[src/rtl/jtframe_sched_pkg.sv]
// Shared types for the SDRAM read-port scheduler and its priority picker.
package jtframe_sched_pkg;

    typedef enum logic [1:0] {
        IDLE = 2'd0,
        REQ  = 2'd1,
        WAIT = 2'd2
    } state_t;

    localparam int DEF_AW = 22;

endpackage

[src/rtl/jtframe_sched_pick.sv]
// Combinational fixed-priority picker: lowest-index aged requester first,
// otherwise lowest-index requester. Returns one-hot and binary forms.
module jtframe_sched_pick #(
    parameter int N  = 4,
    parameter int IW = (N > 1) ? $clog2(N) : 1
) (
    input  logic [N-1:0]  req,
    input  logic [N-1:0]  aged,
    output logic [N-1:0]  onehot,
    output logic [IW-1:0] idx,
    output logic          valid
);

    logic [N-1:0] cand_s;

    // Scan from the top so the lowest set candidate is the last one written
    always_comb begin
        cand_s = ((req & aged) != '0) ? (req & aged) : req;
        onehot = '0;
        idx    = '0;
        valid  = (req != '0);
        for (int i = N - 1; i >= 0; i--) begin
            if (cand_s[i]) begin
                onehot = N'(1) << i;
                idx    = IW'(i);
            end else begin
                onehot = onehot;
                idx    = idx;
            end
        end
    end

endmodule

[src/rtl/jtframe_sdram_sched.sv]
// Arbitrates one SDRAM read port among NREQ ROM slots with age-based promotion,
// owns the req/ack/data_rdy handshake and aborts transfers whose data never returns.
module jtframe_sdram_sched
    import jtframe_sched_pkg::*;
#(
    parameter int NREQ    = 4,
    parameter int AW      = DEF_AW,
    parameter int AGEW    = 4,
    parameter int AGE_MAX = 12,
    parameter int TOW     = 6
) (
    input  logic              clk,
    input  logic              rst,
    input  logic [NREQ-1:0]   req,
    input  logic [NREQ*AW-1:0] addr,
    output logic [NREQ-1:0]   sel,
    output logic              sdram_req,
    output logic [AW-1:0]     sdram_addr,
    input  logic              sdram_ack,
    input  logic              data_rdy,
    output logic              busy,
    output logic              err
);

    localparam int IW = (NREQ > 1) ? $clog2(NREQ) : 1;
    localparam logic [AGEW-1:0] AGE_SAT = {AGEW{1'b1}};
    // Stepping out of this value lands on all-ones, which is the abort point
    localparam logic [TOW-1:0]  TOUT_LAST = {{(TOW-1){1'b1}}, 1'b0};

    state_t              state_r;
    logic [NREQ-1:0]     sel_r;
    logic                sdram_req_r;
    logic [AW-1:0]       sdram_addr_r;
    logic                err_r;
    logic [TOW-1:0]      tout_r;
    logic [AGEW-1:0]     age_r [NREQ];

    logic [NREQ-1:0]     aged_s;
    logic [NREQ-1:0]     win_oh_s;
    logic [IW-1:0]       win_idx_s;
    logic                win_vld_s;
    logic                grant_s;
    logic                busy_s;
    logic [AW-1:0]       slot_addr_s [NREQ];

    for (genvar g = 0; g < NREQ; g++) begin : g_slot
        assign slot_addr_s[g] = addr[g*AW +: AW];
        assign aged_s[g]      = (age_r[g] >= AGEW'(AGE_MAX));
    end

    jtframe_sched_pick #(.N(NREQ), .IW(IW)) u_pick (
        .req    (req),
        .aged   (aged_s),
        .onehot (win_oh_s),
        .idx    (win_idx_s),
        .valid  (win_vld_s)
    );

    assign busy_s  = (state_r != IDLE);
    assign grant_s = (state_r == IDLE) && win_vld_s;

    // Age counters: cleared when idle-requesting stops or on grant, frozen while being served
    always_ff @(posedge clk or posedge rst) begin
        if (rst) begin
            for (int i = 0; i < NREQ; i++) age_r[i] <= '0;
        end else begin
            for (int i = 0; i < NREQ; i++) begin
                if (!req[i] || (grant_s && win_oh_s[i])) begin
                    age_r[i] <= '0;
                end else if (busy_s && sel_r[i]) begin
                    age_r[i] <= age_r[i];
                end else if (age_r[i] != AGE_SAT) begin
                    age_r[i] <= age_r[i] + AGEW'(1);
                end else begin
                    age_r[i] <= age_r[i];
                end
            end
        end
    end

    // Handshake FSM; sel and sdram_addr only ever change on the IDLE grant or on completion
    always_ff @(posedge clk or posedge rst) begin
        if (rst) begin
            state_r      <= IDLE;
            sel_r        <= '0;
            sdram_req_r  <= 1'b0;
            sdram_addr_r <= '0;
            err_r        <= 1'b0;
            tout_r       <= '0;
        end else begin
            err_r <= 1'b0;
            case (state_r)
                IDLE: begin
                    if (win_vld_s) begin
                        sel_r        <= win_oh_s;
                        sdram_addr_r <= slot_addr_s[win_idx_s];
                        sdram_req_r  <= 1'b1;
                        state_r      <= REQ;
                    end
                end
                REQ: begin
                    if (sdram_ack) begin
                        sdram_req_r <= 1'b0;
                        tout_r      <= '0;
                        if (data_rdy) begin
                            state_r <= IDLE;
                            sel_r   <= '0;
                        end else begin
                            state_r <= WAIT;
                        end
                    end
                end
                WAIT: begin
                    tout_r <= tout_r + TOW'(1);
                    if (data_rdy) begin
                        state_r <= IDLE;
                        sel_r   <= '0;
                    end else if (tout_r == TOUT_LAST) begin
                        state_r <= IDLE;
                        sel_r   <= '0;
                        err_r   <= 1'b1;
                    end
                end
                default: begin
                    state_r     <= IDLE;
                    sel_r       <= '0;
                    sdram_req_r <= 1'b0;
                end
            endcase
        end
    end

    assign sel        = sel_r;
    assign sdram_req  = sdram_req_r;
    assign sdram_addr = sdram_addr_r;
    assign err        = err_r;
    assign busy       = busy_s;

endmodule

[config.mk]
export PLATFORM = sky130hd
export DESIGN_NAME = jtframe_sdram_sched
export DESIGN_NICKNAME = d
export VERILOG_FILES = /design/src/rtl/jtframe_sched_pkg.sv /design/src/rtl/jtframe_sched_pick.sv /design/src/rtl/jtframe_sdram_sched.sv
export SDC_FILE = /design/constraint.sdc
export NUM_CORES = 1
export LEC_CHECK = 0
export BUFFER_PORTS_ARGS = -buffer_cell sky130_fd_sc_hd__buf_2
export CAP_MARGIN = 30
export CORE_ASPECT_RATIO = 1.4
export CORE_MARGIN = 4
export CORE_UTILIZATION = 50
export CTS_BUF_LIST = sky130_fd_sc_hd__clkbuf_4 sky130_fd_sc_hd__clkbuf_8
export CTS_CLUSTER_SIZE = 20
export DETAILED_ROUTE_END_ITERATION = 10
export PLACE_DENSITY_LB_ADDON = 0.05
export SETUP_SLACK_MARGIN = 0.4
export SYNTH_ARGS = -nofsm -noshare
export SYNTH_HDL_FRONTEND = slang
export SYNTH_SLANG_ARGS = --single-unit
[constraint.sdc]
create_clock -name clk -period 2.7 [get_ports clk]
set_input_delay 0.27 -clock clk [delete_from_list [all_inputs] [get_ports clk]]
set_output_delay 0.27 -clock clk [all_outputs]
set_load 0.03 [all_outputs]
==> metrics.csv, run 1 <==
metric,value,unit
status,"finished, final reports clean",
Setup crit end kind,register,
CTS tree,yes,
Die Wd,74.6,um
setup bufs post-CTS,0,
Async SR Flop Fraction,100,%
Syn Nets,462,
layout cells sized above 1,31.1,%
Clock Skews,6.94,ps
fmax,0.481,GHz
WP data required,2890,ps
via count,3035,
fin util,65.2,%
Worst Min Path Start,data_rdy,
Hold EP,state_r[1],
core area,5950,sq um
Setup TNS,0,ps
critical path class,reg2reg,
"top cells by count, synth","nand2_1, dfrtp_1, o21ai_0, nor2_1, a21oi_1",
syn_area_per_cell,8.63,sq um
worst path arrival time,2270,ps
Pwr Density,670,nW/um^2
Post-CTS Hold Buffers,1,
Static Leak,1.88,nW
CTS root buf,clkbuf_8,
period utilization,77.0,%
final WL,8770,um
Nets,580,
post-route ant nets,0,
row count,33,
Worst Hold Class,in2reg,
post-synthesis register bit count,52,
Fin. Hold Viols,0,
diodes inserted,0,
total congestion overflow,0,
Mapped Area,3110,sq um
sequential share of the synthesized area,41.9,%
Finished Cell Area,3870,sq um
Die Y,101,um
Startpoint Class,register,
cell count after placement,540,
depth of the CTS H-tree,2,
port bufs,124,
DRC Markers,0,
final number of max-transition violations,0,
die area,7550,sq um
VDD IR max,401,uV
pin count of the biggest net entering global routing,45,
Vias/cell,5.53,
synth warn,0,
Slew Limit Headroom,59.1,%
synthesis-to-layout area growth,24.7,%
TritonCTS Sinks,52,
worst slew pin tran,614,ps
total track usage,23.5,%
Yosys top cell area share,41.9,%
GP Congestion,0.792,
post-CTS resize count,0,
initial DRC count,148,
hold-critical path depth,2,
Reg-to-Reg End,sdram_addr[14],
Period minus WS final,2080,ps
Initial DRT Pass Iterations,4,
dpl hpwl,6560,um
Cells after Synth,360,
first-pass GRT wire length,13900,um
synth top area cells,"dfrtp_1, nand2_1, o32a_1, o21ai_0, and2_1",
reg2reg path depth,5,
initial core utilization,52.2,%
Non-Filler Instances,549,
"Distinct cells, synth",45,
R2R Setup Slk,620,ps
# setup viols final,0,
"Reg clk slew, reported paths",100,ps
"Max FO, Critical Path",44,
"EDFF count, synth",0,
RSZ-0062 raised after global routing,no,
clock buffer depth,2,
Top Ports,125,
CTS Buf Count,5,
Synth Flop Type,dfrtp_1,
"Clk Latency, worst-skew pair",310,ps
vias in the first global route,2999,
top-count cell post-synth,nand2_1,
number of max-cap violations,0,
post-place instance area,3750,sq um
reg2reg start,state_r[0],
average wire per standard cell,16.0,um
largest area contributor in the netlist,dfrtp_1,
initial antenna violation count,0,
[routing by layer]
metal  up-vias  GRT usage [%]  wire length (um)
li1       1503              -                 -
met1      1400           27.8              3320
met2       124           42.7              4580
met3         8           4.27               749
met4         0           6.30               114
met5         -              0                 0
[worst max-delay path, stage by stage (launching register included)]
cell     delay [ps]
dfrtp_1         460
or2_0           460
nor2_4          190
buf_4           360
o21ai_0         180
o32a_1          310
[flip-flops by register name, summed over array words and instances (netlist names)]
signal	flops
sdram_addr	22
sdram_req	1
tout_r	6
state_r	2
age_r	16
sel	4
err	1
[power breakdown]
group          leakage [nW]  switching (W)  internal [W]
Sequential            0.651       0.000118      0.000948
Clock                0.0548       0.000280      0.000280
Combinational          1.18       0.000613      0.000354
Total                  1.88        0.00101       0.00158
[per-stage QoR]
step	hold WS [ps]	worst slack [ps]	total power, W
2_1_floorplan	336	974	0.00173
3_3_place_gp	327	699	0.00204
3_5_place_dp	328	642	0.00206
4_1_cts	139	618	0.00261
5_1_grt	150	439	0.00275
6_report	146	621	0.00259
[placed cells by master, fill, tap and decap left out, drive strengths merged, types with 2 or more instances in the layout]
cell,Yosys,final
a21boi,2,2
a21oi,24,24
a22oi,2,2
a31oi,2,2
a32oi,3,3
and2,23,23
and3,4,4
buf,12,130
clkbuf,8,5
dfrtp,52,52
ha,6,6
inv,4,5
mux2i,5,5
nand2,80,80
nand2b,2,2
nand3,7,7
nand4,6,6
nor2,30,30
nor2b,2,2
o21ai,35,35
o31ai,2,2
o32a,23,23
or2,2,2
xnor2,4,4
xor2,10,10
[logic make-up after synthesis]
kind of cell | Yosys count | share of synthesized area (%)
and+or+nand+nor | 159 | 23.8
AOI/OAI and AO/OA | 100 | 22.3
DFF | 52 | 41.9
buffers and inverters | 24 | 4.03
xor gates and xnor gates | 14 | 3.95
adders and majority gates | 6 | 2.42
muxes | 5 | 1.61
[worst max-delay path by stage]
stage | to | cells after the start | slack (ps) | from
final | sdram_addr[14] | 5 | 620 | state_r[0]
after global routing | sdram_addr[18] | 5 | 440 | state_r[1]
after CTS | sdram_addr[14] | 5 | 620 | state_r[1]
after detailed placement | sdram_addr[14] | 5 | 640 | state_r[0]
after global placement | sdram_addr[2] | 5 | 700 | state_r[1]
after floorplan | sdram_addr[0] | 7 | 970 | state_r[1]
[cell type report]
| class | instances | area (sq um) |
|---|---|---|
| fillers | 531 | 2070 |
| flip-flops and latches | 52 | 1300 |
| multi-input cells | 284 | 1680 |
| well taps | 70 | 87.6 |
| clock buffers | 5 | 68.8 |
| inverters | 4 | 15.0 |
| clock inverters | 3 | 46.3 |
| repair buffers | 131 | 676 |
No activity file was read; power rests on OpenSTA's default activity.
==> run 2: changes to the inputs <==
Settings changed: CORE_UTILIZATION 50 to 45.
Clock period 2.7 ns to 1.9 ns, I/O delays scaled along.
==> run 2 against run 1 <==
Against the previous run: sequential power increased by 41%; via count increased by 9.8%; count of clock-buffer cells in the layout increased by 1; first-iteration DRC count increased by 24%; global-route usage about the same; die area increased by 10%; non-clock buffer count increased by 28; worst hold slack got worse by 65 ps; highest routed layer unchanged; clock skew increased by 4.7 ps.
==> metrics.csv, run 2 (synthesized netlist as in run 1, its figures left out) <==
metric,value,unit,change
status,"finished, final reports clean",,unchanged
"Clk Latency, worst-skew pair",310,ps,about the same
Period minus WS final,1690,ps,was 2080 ps
port bufs,124,,unchanged
"most common cell after layout, fill and taps aside",buf_2,,unchanged
max reg flops,22,,unchanged
Fin. Hold Viols,0,,unchanged
final WL,9800,um,was 8770 um
synthesis-to-layout area growth,43.2,%,was 24.7%
diodes inserted,0,,unchanged
dpl hpwl,6500,um,was 6560 um
Nets,611,,was 580
Pwr Density,869,nW/um^2,was 670 nW/um^2
worst slew pin tran,427,ps,was 614 ps
GP Congestion,0.830,,was 0.792
total congestion overflow,0,,unchanged
"Reg clk slew, reported paths",100,ps,about the same
TritonCTS Sinks,52,,unchanged
Worst Hold Class,in2reg,,unchanged
Vias/cell,5.53,,about the same
final number of max-transition violations,0,,unchanged
RSZ-0062 raised after global routing,yes,,was no
Static Leak,2.11,nW,was 1.88 nW
average wire per standard cell,16.3,um,was 16.0 um
Startpoint Class,register,,unchanged
fmax,0.592,GHz,was 0.481 GHz
initial DRC count,184,,was 148
DRC Markers,0,,unchanged
number of max-cap violations,0,,unchanged
vias in the first global route,3205,,was 2999
Initial DRT Pass Iterations,4,,unchanged
Die Wd,78.2,um,was 74.6 um
Non-Filler Instances,602,,was 549
via count,3332,,was 3035
critical path class,reg2reg,,unchanged
post-route ant nets,0,,unchanged
cell count after placement,572,,was 540
period utilization,89.0,%,was 77.0%
initial core utilization,46.7,%,was 52.2%
fillers,580,,was 531
initial antenna violation count,0,,unchanged
# setup viols final,0,,unchanged
Setup TNS,0,ps,unchanged
Slew Limit Headroom,71.5,%,was 59.1%
Finished Cell Area,4450,sq um,was 3870 sq um
"Max FO, Critical Path",24,,was 44
clock buffer depth,2,,unchanged
Die Y,106,um,was 101 um
VDD IR max,593,uV,was 401 uV
die area,8310,sq um,was 7550 sq um
most frequent cells in the layout,"buf_2, nand2_1, dfrtp_1, o21ai_0, nor2_1",,unchanged
CTS tree,yes,,unchanged
post-place instance area,3950,sq um,was 3750 sq um
pin count of the biggest net entering global routing,53,,was 45
layout cells sized above 1,39.8,%,was 31.1%
Top Ports,125,,unchanged
Setup crit end kind,register,,unchanged
core area,6660,sq um,was 5950 sq um
total track usage,23.5,%,about the same
first-pass GRT wire length,15800,um,was 13900 um
worst path arrival time,1890,ps,was 2270 ps
WP data required,2100,ps,was 2890 ps
Clock Skews,11.7,ps,was 6.94 ps
CTS Buf Count,5,,unchanged
depth of the CTS H-tree,2,,unchanged
row count,35,,was 33
CTS root buf,clkbuf_8,,unchanged
run 2: path summary, 6_finish.rpt:
path,endpoint,from,depth (start not counted),slack (ps)
setup / recovery,sdram_addr[9],age_r[11],6,210
min in group asynchronous,sdram_addr[20],rst,4,460
max in group asynchronous,age_r[10],rst,4,1160
hold reg to reg,sdram_addr[0],sdram_addr[0],1,500
setup reg to reg,sdram_addr[9],age_r[11],6,210
hold / removal,state_r[1],data_rdy,2,80
run 2: metrics by stage:
stage | hold WS [ps] | setup slack (ps) | total power [W] | utilization [%]
global route | 76.4 | 154 | 0.00408 | 66.8
CTS | 68.5 | 192 | 0.00385 | 65.0
floorplan | 256 | 225 | 0.00249 | -
detailed placement | 261 | 117 | 0.00300 | 59.3
global placement | 262 | 154 | 0.00297 | 59.3
finish | 80.9 | 210 | 0.00387 | 66.8
run 2: worst max-delay path, cell delays in order, from the launching register on:
cell and delay, ps:
dfrtp_2 460, nand2_1 110, a21boi_4 220, o22a_2 190, buf_12 160, o21ai_0 110, o32a_1 310
run 2: where the power goes:
group	switching, W	total (W)	internal, W
sequential	0.000165	0.00151	0.00135
combinational	0.000943	0.00157	0.000624
clock	0.000378	0.000785	0.000406
run 2: routing by layer:
metal	GRT usage, %	share of wire (%)	vias up
met3	3.98	6.4	10
li1	-	-	1586
met5	0	0	-
met2	41.8	52	127
met1	29.1	41	1609
met4	6.63	1.2	0
run 2: timing repair:
action                     in CTS  in global routing
hold endpoints to repair       52                  0
cloned                          3                  0
resized for setup              30                 13
pin swaps                      23                  6
buffers inserted                9                  9
hold buffers                    1                  0
setup endpoints to repair      39                 43
run 2: area by class of cell:
cell class / instances / area, sq um / share of cell area, %
inverters: 4 / 15.0 / 0.338
flip-flops and latches: 52 / 1310 / 29.3
clock buffers: 6 / 76.3 / 1.72
repair buffers: 159 / 966 / 21.7
clock inverters: 2 / 35.0 / 0.788
multi-input cells: 287 / 1930 / 43.5
well taps: 92 / 115 / 2.59
==> run 3: changes to the inputs <==
Settings changed: CORE_UTILIZATION 45 to 50.
Clock period 1.9 ns to 1.7 ns, I/O delays scaled along.
==> run 3 against run 2 <==
Against the previous run: the run now ends with negative setup slack left; die area is 9.1% lower; flip-flop and latch count is the same; maximum frequency decreased by 6.0%; largest power group unchanged; core utilization is 14 points higher; sequential power is 13% higher; combinational power rose by 22%; critical path type unchanged.
==> metrics.csv, run 3 (synthesized netlist as in run 1, its figures left out) <==
metric,value,unit,change
Initial DRT Pass Iterations,5,,was 4
post-route ant nets,0,,unchanged
total congestion overflow,0,,unchanged
Die Y,101,um,was 106 um
dpl hpwl,6840,um,was 6500 um
DRC Markers,0,,unchanged
worst path arrival time,2000,ps,was 1890 ps
post-place instance area,4040,sq um,was 3950 sq um
Finished Cell Area,4780,sq um,was 4450 sq um
clock buffer depth,2,,unchanged
Die Wd,74.6,um,was 78.2 um
RSZ-0062 raised after global routing,yes,,unchanged
final number of max-transition violations,0,,unchanged
fmax,0.556,GHz,was 0.592 GHz
status,"finished, violations left",,"was finished, final reports clean"
synthesis-to-layout area growth,53.9,%,was 43.2%
"Max FO, Critical Path",12,,was 24
total track usage,25.1,%,was 23.5%
failing checks,negative setup slack,,
Nets,626,,was 611
diodes inserted,0,,unchanged
VDD IR max,620,uV,was 593 uV
"most common cell after layout, fill and taps aside",buf_2,,unchanged
max reg flops,22,,unchanged
final WL,10800,um,was 9800 um
pin count of the biggest net entering global routing,45,,was 53
port bufs,124,,unchanged
CTS Buf Count,5,,unchanged
Static Leak,2.26,nW,was 2.11 nW
most frequent cells in the layout,"buf_2, nand2_1, dfrtp_1, buf_4, o21ai_0",,"was buf_2, nand2_1, dfrtp_1, o21ai_0, nor2_1"
"Reg clk slew, reported paths",100,ps,about the same
GP Congestion,0.925,,was 0.830
Pwr Density,917,nW/um^2,was 869 nW/um^2
Fin. Hold Viols,0,,unchanged
average wire per standard cell,18.1,um,was 16.3 um
final setup margin,-97.9,ps,was 210 ps
worst slew pin tran,510,ps,was 427 ps
Clock Skews,11.0,ps,was 11.7 ps
via count,3470,,was 3332
row count,33,,was 35
CTS root buf,clkbuf_8,,unchanged
FF/Latch Area,1300,sq um,was 1310 sq um
period utilization,106,%,was 89.0%
die area,7550,sq um,was 8310 sq um
"Clk Latency, worst-skew pair",310,ps,about the same
TritonCTS Sinks,52,,unchanged
Top Ports,125,,unchanged
initial core utilization,52.2,%,was 46.7%
Non-Filler Instances,595,,was 602
core area,5950,sq um,was 6660 sq um
critical path class,reg2reg,,unchanged
Design Power,0.00439,W,was 0.00387 W
depth of the CTS H-tree,2,,unchanged
Worst Hold Class,in2reg,,unchanged
Startpoint Class,register,,unchanged
Vias/cell,5.83,,was 5.53
Setup crit end kind,register,,unchanged
number of max-cap violations,0,,unchanged
vias in the first global route,3109,,was 3205
first-pass GRT wire length,14900,um,was 15800 um
CTS tree,yes,,unchanged
# setup viols final,26,,was 0
cell count after placement,563,,was 572
layout cells sized above 1,46.9,%,was 39.8%
initial antenna violation count,0,,unchanged
initial DRC count,233,,was 184
fillers,394,,was 580
footprint of the multi-input gates,2040,sq um,was 1930 sq um
WP data required,1900,ps,was 2100 ps
Period minus WS final,1800,ps,was 1690 ps
Slew Limit Headroom,66.0,%,was 71.5%
## run 3: stage by stage
step	utilization, %	setup slack, ps	TNS, ps	hold WS, ps
detailed placement	68.0	-11.1	-64.6	228
global placement	68.0	23.0	0	228
CTS	72.5	-29.1	-346	60.0
finish	80.4	-97.9	-1600	80.5
floorplan	-	24.8	0	225
global route	80.4	-150	-3140	95.0
## run 3: where the power goes
part / switching, W / internal [W] / leakage [nW]
clock network: 0.000416 / 0.000348 / 0.0479
logic: 0.00113 / 0.000790 / 1.56
registers: 0.000192 / 0.00151 / 0.650
total: 0.00174 / 0.00264 / 2.26
## run 3: cell type report
type                    instances  area share [%]
clock inverters                 1           0.157
repair buffers                176            25.7
clock buffers                   7            1.88
flip-flops and latches         52            27.2
inverters                       4           0.393
multi-input cells             285            42.8
well taps                      70            1.83
## run 3: timing repair
action,4_1_cts,5_1_grt
gates cloned,0,5
pin swaps,8,28
endpoints found under the hold margin,19,0
setup buffers,4,14
hold buffers,1,0
gates resized for setup,28,59
setup endpoints to repair,45,48
## run 3: worst paths after layout
kind | from | cells past startpoint | slack (ps) | endpoint
setup / recovery | age_r[7] | 6 | -100 | sdram_addr[17]
hold / removal | data_rdy | 2 | 80 | err
max in group asynchronous | rst | 4 | 730 | tout_r[0]
setup reg to reg | age_r[7] | 6 | -100 | sdram_addr[17]
hold reg to reg | tout_r[4] | 1 | 500 | tout_r[4]
min in group asynchronous | rst | 3 | 450 | sdram_addr[0]
## run 3: per-layer routing
metal | wire length (um) | GRT usage (%)
met1 | 4090 | 31.3
met3 | 791 | 3.57
met2 | 5670 | 43.8
met4 | 241 | 8.36
met5 | 0 | 0
## run 3: critical path, stage by stage (launching register included)
cell	delay [ps]
dfrtp_1	400
nand3_2	220
a21boi_4	270
o22a_4	230
clkbuf_16	180
o21ai_0	100
o32a_1	300
